--- src/rtl/branch_target_unit.sv ---
// Branch target unit: holds the fetch PC and resolves relative, J and JR
// transfers that take effect after a single branch delay slot.
module branch_target_unit #(
    parameter int                ADDR_W       = 32,
    parameter int                IMM_W        = 16,
    parameter logic [ADDR_W-1:0] RESET_VECTOR = ADDR_W'(32'hBFC00000)
) (
    input  logic              clk,
    input  logic              rst_n,
    input  logic              advance,
    input  logic              br_valid,
    input  logic              br_taken,
    input  logic [1:0]        br_mode,
    input  logic [IMM_W-1:0]  immdt,
    input  logic [25:0]       jindex,
    input  logic [ADDR_W-1:0] reg_target,
    output logic [ADDR_W-1:0] pc,
    output logic              in_delay_slot,
    output logic              fault
);

    typedef enum logic {
        IDLE    = 1'b0,
        PENDING = 1'b1
    } state_t;

    localparam logic [1:0] MODE_REL  = 2'b00;
    localparam logic [1:0] MODE_J    = 2'b01;
    localparam logic [1:0] MODE_JR   = 2'b10;
    localparam logic [1:0] MODE_RSVD = 2'b11;

    state_t            state, state_next;
    logic [ADDR_W-1:0] target, target_next, pc_next;
    logic [ADDR_W-1:0] pc_plus4, imm_ext, rel_target, j_target, sel_target;
    logic              fault_next, take, fault_set, jr_misaligned;

    // Candidate target addresses; all arithmetic wraps modulo 2^ADDR_W.
    always_comb begin
        pc_plus4       = pc + ADDR_W'(4);
        imm_ext        = {{(ADDR_W-IMM_W){immdt[IMM_W-1]}}, immdt};
        rel_target     = pc_plus4 + (imm_ext << 2);
        j_target       = pc_plus4;
        j_target[27:0] = {jindex, 2'b00};
    end

    // Decode whether a transfer is taken from IDLE and which errors it raises.
    always_comb begin
        jr_misaligned = (reg_target[1:0] != 2'b00);
        take          = 1'b0;
        sel_target    = rel_target;
        case (br_mode)
            MODE_REL: take = br_valid & br_taken;
            MODE_J: begin
                take       = br_valid;
                sel_target = j_target;
            end
            MODE_JR: begin
                take       = br_valid & ~jr_misaligned;
                sel_target = reg_target;
            end
            default: take = 1'b0;
        endcase
        // Errors: reserved mode, misaligned JR, or any would-be-taken
        // transfer sitting in a delay slot.
        fault_set = br_valid & ((br_mode == MODE_RSVD)
                              | ((br_mode == MODE_JR) & jr_misaligned)
                              | ((state == PENDING) & ((br_mode != MODE_REL) | br_taken)));
    end

    // Next-state logic: sequential flow in IDLE, redirect out of PENDING.
    always_comb begin
        // NOTE: every variable gets its hold value first so no path leaves it
        // unassigned; otherwise synthesis infers a latch.
        state_next  = state;
        pc_next     = pc;
        target_next = target;
        fault_next  = fault;
        if (advance) begin
            fault_next = fault | fault_set;
            case (state)
                IDLE: begin
                    pc_next = pc_plus4;
                    if (take) begin
                        target_next = sel_target;
                        state_next  = PENDING;
                    end
                end
                PENDING: begin
                    pc_next    = target;
                    state_next = IDLE;
                end
                default: state_next = IDLE;
            endcase
        end
    end

    // State register with asynchronous reset of every flop.
    always_ff @(posedge clk or negedge rst_n) begin
        if (!rst_n) begin
            state  <= IDLE;
            pc     <= RESET_VECTOR;
            // NOTE: the latched target is reset too, so a reset during a
            // pending transfer cannot leak the old target into the next run.
            target <= '0;
            fault  <= 1'b0;
        end else begin
            // NOTE: non-blocking assignments so every flop samples the
            // pre-edge values regardless of statement order.
            state  <= state_next;
            pc     <= pc_next;
            target <= target_next;
            fault  <= fault_next;
        end
    end

    assign in_delay_slot = (state == PENDING);

endmodule

--- config.mk ---
export PLATFORM = sky130hd
export DESIGN_NAME = branch_target_unit
export DESIGN_NICKNAME = d
export VERILOG_FILES = /design/src/rtl/branch_target_unit.sv
export SDC_FILE = /design/constraint.sdc
export NUM_CORES = 1
export LEC_CHECK = 0
export ABC_CLOCK_PERIOD_IN_PS = 7900
export CAP_MARGIN = 20
export CORE_ASPECT_RATIO = 0.8
export CORE_MARGIN = 5
export CORE_UTILIZATION = 60
export DETAILED_ROUTE_END_ITERATION = 8
export DONT_BUFFER_PORTS = 1
export PLACE_DENSITY_LB_ADDON = 0.3
export SLEW_MARGIN = 25
export SYNTH_ARGS = -nofsm -noshare
export SYNTH_HDL_FRONTEND = slang
export SYNTH_SLANG_ARGS = --single-unit
--- constraint.sdc ---
create_clock -name clk -period 7.9 [get_ports clk]
set_clock_uncertainty 0.05 [all_clocks]
set_input_delay 2.37 -clock clk [delete_from_list [all_inputs] [get_ports clk]]
set_output_delay 2.37 -clock clk [all_outputs]
set_load 0.1 [all_outputs]
## After elaboration in Yosys (flattened, before gate mapping)

Index checks and enable logic that the tools add are counted.

- $add $sub $neg: 2
- Equality and inequality tests: 3
- Mux-type cells: 5
- Bitwise operators: 11
- Reduce and logical (&&, ||, !) cells: 4

Operator list:

| kind | number |
|---|---|
| $pmux 32 s2 | 2 |
| $add 32x3->32 const B | 1 |
| $add 32x32->32 | 1 |
| $and 1x1->1 | 5 |
| $eq 2x2->1 const B | 2 |
| $or 1x1->1 | 4 |
| $reduce_bool 2->1 | 2 |
| $pmux 1 s3 | 1 |
| $reduce_and 3->1 | 1 |
| $eq 2x1->1 const B | 1 |
| $logic_not 2->1 | 1 |
| $not 1->1 | 2 |
| $pmux 1 s2 | 1 |
| $mux 1 | 1 |

- Bits in registers: 66
- Input bits: 81
- Output and inout bits: 34
- Logic and storage cells: 29

## Logic depth before layout (Yosys ltp)

Gate-level depths: netlist of run 1.

- Word-level depth: 6
- Mapped depth: 17
- Gate-level depth less buffers: 16

## Worst setup path after synthesis of run 1

OpenSTA, ideal clock, no wires.

- Kind: in2reg
- From: input immdt[0]
- To: register target[28]
- Library setup time: 0.120 ns
- Arrival: 4.605 ns
- Data required time: 7.730 ns
- Slack: 3.125 ns
- Cell stages on the path: 10
- Path buffers: 0
- Cells stage by stage: ha_1 fa_1 a211o_1 a211oi_2 o211a_4 o31ai_2 a2111oi_2 nor2_1 xor2_1 a31o_1

- Cells in the longest elaborated chain, start to end: 2

RTL lines:

| what | RTL line | RTL |
|---|---|---|
| from (decl) | 14 | `input logic [IMM_W-1:0] immdt,` |
| $add 32x32->32 | 41 | `rel_target = pc_plus4 + (imm_ext << 2);` |
| $pmux 32 s2 | 51 | `case (br_mode)` |
| to (signal assigned) | 111 | `target <= target_next;` |
| to (decl) | 33 | `logic [ADDR_W-1:0] target, target_next, pc_next;` |

Every way passes these cells.
A chain may end at the register's enable or synchronous reset.

## Final worst setup path of run 1

- From: input br_mode[0]
- To: register target[25]

- Cells in the longest elaborated chain, start to end: 3
- Elaborated cells between the ends (all ways): 6
- Classes of those cells: eq/ne (2); mux (2); reduce/logical (2)

RTL lines:

| what | RTL line | RTL |
|---|---|---|
| from (decl) | 13 | `input logic [1:0] br_mode,` |
| $eq 2x2->1, or another cell as far along | 51 |  |
| $pmux 1 s3 | 51 |  |
| $reduce_and 3->1 (no line) | - |  |

Parallel ways exist; a longest one is shown, timed or not.

==> qor.yml, run 1 <==
ys_ff_latch: 66
worstPathArrival_ns: 5.30
synth_edf_count: 0
io_pins: 115
syn_area_sq_um: 5590
max_freq_ghz: 0.195
drt_pass1_iterations: 7
cp_data_required_time_ns: 8.06
die_area_sq_um: 11400
report.final.slew_viol_count: 0
start_util_pct: 61.6
synth_commonest_cells: "nand2_1 (69), dfrtp_1 (57), o21ai_0 (56), nor2_1 (51), a21oi_1 (48)"
yosysUniqueCellTypes: 71
fin_crit_sh_pct: 65.0
cts_max_path_buffers: 2
synth.area.top_cells: "dfrtp_1 (26%), ha_1 (8.7%), o21ai_0 (5.0%)"
cts_buffers: 9
drtIter0Drc: 480
overflow: 0
hpwlAfterDp_microns: 12500
rows: 31
synth_cells: 669
p_leak_nw: 2.61
synthFlopType: "dfrtp_1"
crit_type: "in -> reg"
path_cells: "inv_1 -> ha_2 -> a21o_1 -> a21oi_1 -> or4_2 -> inv_1 -> nand2_1 -> o221a_2"
cts_root_buf: "clkbuf_16"
period_minus_slack_ns: 5.13
cp-end-kind: "register"
sw_frac_of_total_pct: 55.0
clkPwrFrac_pct: 15.6
seq_power_share_pct: 43.2
drc: 0
worst_r2r_path_depth: 15
grt_max_degree: 67
core_area_sq_um: 9080
n_antenna_cell: 0
n_fill_cell: 764
critPathMaxFanout: 60
vias: 5238
grt_pass1_vias: 4750
port_buffers: 0
wl_microns: 16900
slew_headroom_pct: 26.9
gp_congestion: 0.928
finalSetupViolations: 0
cts_hold_buf: 0
p_int_w: 0.00117
viasPerCell: 6.87
insertion_delay_ns: 0.33
cts.sinks: 66
syn_avg_cell_area_sq_um: 8.35
area_delta_synth_final_pct: 5.78
cp_num_cells: 8
yosysTopAreaCellShare_pct: 25.5
start_kind: "input pin"
critPathBufInv: 2
fin_tns_setup_ns: 0
min_path_cells: 2
hp-class: "reg -> reg"
cts_tree: "yes"
status: "finished clean"
maxCapViolCount: 0
p_per_area_nw_per_um2: 441
layout-drive-gt1-share_pct: 9.41
cts_htree_levels: 3
rsz0062_at_grt: "no"
wl_per_cell_microns: 22.1
grt_use_total_pct: 29.2
finalHoldViolCount: 0
post_cts_buffers: 0
yosys_warnings: 0
synth_fp_nets: 790
post_cts_resized: 0
antenna_found_initial: 0
fin_hold_ws_ns: 0.421
cpPeakStageDelay_ns: 1.12
yosys.area.top_type: "dfrtp_1"
ir_worst_vdd_v: 0.000304
worst_path_max_delay_cell: "or4_2"
die_w_microns: 118
grt_pass1_wl_microns: 26000
path_common_cell: "inv_1"
p_switching_w: 0.00144
tightest_slew_ns: 1.10
clk_pin_slew_ns: 0.06
synth_most_common_cell: "nand2_1"
fp.dieH_microns: 96.3
ant_nets: 0
cp_top_family: "simple AND/OR/NAND/NOR gates"
comb_power_share_pct: 41.3
async_flop_share_pct: 100
fin_nets: 764
seq_area_frac_synth_pct: 29.8
final timing paths:
kind                            startpoint          to  slack, ns
worst max-delay path            br_mode[0]  target[25]       2.77
worst min-delay path            target[12]  target[12]       0.42
worst max register to register       pc[4]  target[22]       2.92
worst min register to register  target[12]  target[12]       0.42
max in group asynchronous            rst_n      pc[23]       5.91
min in group asynchronous            rst_n       pc[4]       1.68
placed cells by master, fill, tap and decap left out, drive strengths merged, types with 3 or more instances in the layout:
master	Yosys	layout
a221o	3	3
and3	12	12
o21ai	60	60
inv	18	18
and2	5	5
a31o	3	3
xnor2	26	26
or3	3	3
ha	39	39
a21oi	48	48
mux2	6	6
o31ai	17	17
nor3	16	16
o21a	5	5
clkbuf	35	11
dfrtp	57	57
nand3	16	16
a22o	16	16
o22ai	3	3
a21o	19	19
nand2	70	70
o211ai	4	4
a211oi	3	3
a31oi	8	8
a221oi	13	13
and4	4	4
nand4	5	5
nand2b	6	6
o21bai	4	4
a22oi	17	17
dfstp	9	9
nor2	52	52
or2	3	3
xor2	24	24
mux2i	6	6
sequential cells by signal, indices dropped and copies added, names as in the netlist:
name / count
fault: 1
target: 32
pc: 32
in_delay_slot: 1
kinds of logic after synthesis:
logic type | share of synthesized area, %
AO/OA/AOI/OAI | 30.0
AND/OR/NAND/NOR | 17.2
flip-flops | 29.8
adder cells (fa/ha/maj) | 9.09
multiplexers | 2.28
XOR/XNOR | 7.84
buffers and inverters | 3.85
per-layer routing:
layer  vias up  wire (microns)  track usage [%]
met1      2501            7540             42.0
met5         -               0                0
met3        23            2110             11.2
li1       2427               -                -
met4         0             238             5.25
met2       287            6980             42.2
cell type report:
class,instances,area [sq um],share of cell area (%)
Inverter,18,67.6,1.14
Clock inverter,5,55.1,0.931
Sequential cell,66,1670,28.2
Timing Repair Buffer,2,15.0,0.254
Tap cell,115,144,2.43
Clock buffer,11,243,4.11
Multi-Input combinational cell,546,3720,62.9
per-stage QoR:
step	setup WS, ns	cells	util, %	power [W]	instance area (sq um)
6_report	2.77	763	65.1	0.00261	5910
5_1_grt	2.51	763	65.1	0.00275	5910
4_1_cts	2.41	763	65.0	0.00257	5900
3_5_place_dp	2.11	747	61.7	0.00216	5600
3_3_place_gp	2.26	747	61.7	0.00211	5600
2_1_floorplan	3.12	669	-	0.00189	5590
worst register-to-register path, stage by stage (launching register included):
cell and delay (ns):
dfrtp_1 1.05, nand3_2 0.42, nor3_4 0.38, nand2_1 0.21, inv_1 0.14, and3_1 0.21
xor2_1 0.32, ha_1 0.40, a21o_1 0.23, a21o_1 0.18, a221oi_1 0.35, o31ai_2 0.22
xnor2_1 0.20, nor2_1 0.05, a21oi_1 0.27, o21ai_0 0.13
power by group through the flow:
stage          registers, W  clock network, W  logic, W
4_1_cts             0.00112          0.000408   0.00104
3_3_place_gp        0.00112                 0  0.000996
6_report            0.00113          0.000406   0.00108
3_5_place_dp        0.00112                 0   0.00103
2_1_floorplan       0.00108                 0  0.000810
5_1_grt             0.00115          0.000425   0.00118
Note: power is estimated with default switching activity, not from simulation.
==> run 2, diff against run 1 <==
ABC_CLOCK_PERIOD_IN_PS = 5100   (was 7900)
clock period = 5.1 ns   (was 7.9 ns; I/O delays follow)
==> qor.yml, run 2 (synthesized netlist as in run 1, its figures left out) <==
path_cells: "buf_4 -> nand2_2 -> nor3_2 -> nand4_1 -> xnor2_1 -> ha_1 -> a21oi_1 -> o211ai_1 -> a31o_2 -> o21ai_2 -> a21boi_1 -> or3_1 -> a311oi_1 -> a21oi_1"
wl_per_cell_microns: 21.9
fp.dieH_microns: 96.3
maxCapViolCount: 0
core_area_sq_um: 9080
hold_path.startpoint: "target[12]"
grt_use_total_pct: 30.0
report.final.slew_viol_count: 0
cts_tree: "yes"
hp-class: "reg -> reg"
grt_pass1_wl_microns: 26700
worstPathArrival_ns: 4.50
slew_headroom_pct: 32.0
path_common_cell: "a21oi_1"
cts.sinks: 66
io_pins: 115
die_w_microns: 118
tightest_slew_ns: 1.02
area_delta_synth_final_pct: 8.91
fin_nets: 788
design_area_sq_um: 6090
die_area_sq_um: 11400
period_minus_slack_ns: 4.35
globalRouteMet1Util_pct: 44.1
finalSetupViolations: 0
grt_use_met2_pct: 42.3
n_antenna_cell: 0
fin_tns_setup_ns: 0
hpwlAfterDp_microns: 12700
critPathMaxFanout: 6
status: "finished clean"
start_util_pct: 61.6
hold_end: "target[12]"
dp_cells: 771
post-route-util_pct: 67.1
viasPerCell: 6.88
rows: 31
layout-drive-gt1-share_pct: 11.8
insertion_delay_ns: 0.34
reg2reg_slack_ns: 0.75
max_freq_ghz: 0.230
final_cell_mix: "nand2_1 (69), o21ai_0 (56), dfrtp_1 (56)"
pre_cts_ws_ns: 0.886
cts_hold_buf: 0
drc: 0
grt_pass1_vias: 4833
cp_data_required_time_ns: 5.25
clk_pin_slew_ns: 0.06
worst_r2r_path_depth: 14
dpl-instance-area_sq_um: 5780
overflow: 0
crit_type: "reg -> reg"
cts_htree_levels: 3
rsz0062_at_grt: "no"
cts_max_path_buffers: 2
cts_buffers: 9
stdcell_count: 787
wl_microns: 17300
gr-usage-met3_pct: 11.3
worst_path_max_delay_cell: "nor3_2"
final_common_cell: "nand2_1"
gp_congestion: 0.992
post_cts_resized: 0
drt_pass1_iterations: 6
post_cts_buffers: 0
reg_top3: "pc (32), target (32)"
worstReg2RegEnd: "target[19]"
reg2reg_from: "pc[6]"
grt_max_degree: 67
finalHoldViolCount: 0
gr-max-usage-layer: "met1"
cts_root_buf: "clkbuf_16"
p_per_area_nw_per_um2: 683
antenna_found_initial: 0
cpPeakStageDelay_ns: 0.41
p_leak_nw: 2.74
ir_worst_vdd_v: 0.000517
drtIter0Drc: 578
cp-end-kind: "register"
port_buffers: 0
start_kind: "register"
fin_crit_sh_pct: 85.2
ant_nets: 0
setup_slack_ns: 0.753
vias: 5411
min_path_cells: 2
-- run 2: worst max path at each step --
stage	start	end	slack (ns)	cells after the start
floorplan	pc[4]	target[28]	0.87	14
global placement	pc[7]	target[19]	1.00	14
detailed placement	pc[7]	target[19]	0.89	14
CTS	pc[7]	target[19]	0.86	14
global route	pc[6]	target[30]	0.60	17
finish	pc[6]	target[19]	0.75	14
-- run 2: area by class of cell --
| class | count | area (sq um) |
|---|---|---|
| Tap cell | 115 | 144 |
| Clock inverter | 6 | 65.1 |
| Fill cell | 741 | 2990 |
| Sequential cell | 66 | 1660 |
| Timing Repair Buffer | 26 | 195 |
| Clock buffer | 10 | 239 |
| Inverter | 18 | 67.6 |
| Multi-Input combinational cell | 546 | 3710 |
-- run 2: metrics by stage --
stage	hold slack, ns	total power [W]
floorplan	0.391	0.00292
global placement	0.407	0.00339
detailed placement	0.423	0.00344
CTS	0.435	0.00410
global route	0.466	0.00437
finish	0.434	0.00415
-- run 2: worst max-delay path: cells and delay by family, from the launching register on --
| family | cells | cell delay (ns) |
|---|---|---|
| compound gates | 7 | 1.61 |
| simple gates | 4 | 1.11 |
| xor+xnor | 1 | 0.38 |
| fa+ha+maj | 1 | 0.37 |
| flops | 1 | 0.36 |
| buf+inv | 1 | 0.34 |
-- run 2: power by group --
group          switching (W)  internal, W  leakage, nW  total, W
Clock               0.000251     0.000393        0.149  0.000643
Sequential          0.000425     0.000756        0.811   0.00118
Combinational        0.00157     0.000760         1.79   0.00233
-- run 2: routing by layer --
| layer | wire length (microns) | vias up |
|---|---|---|
| met5 | 0 | - |
| li1 | - | 2485 |
| met4 | 165 | 0 |
| met2 | 7270 | 339 |
| met3 | 2400 | 17 |
| met1 | 7420 | 2570 |
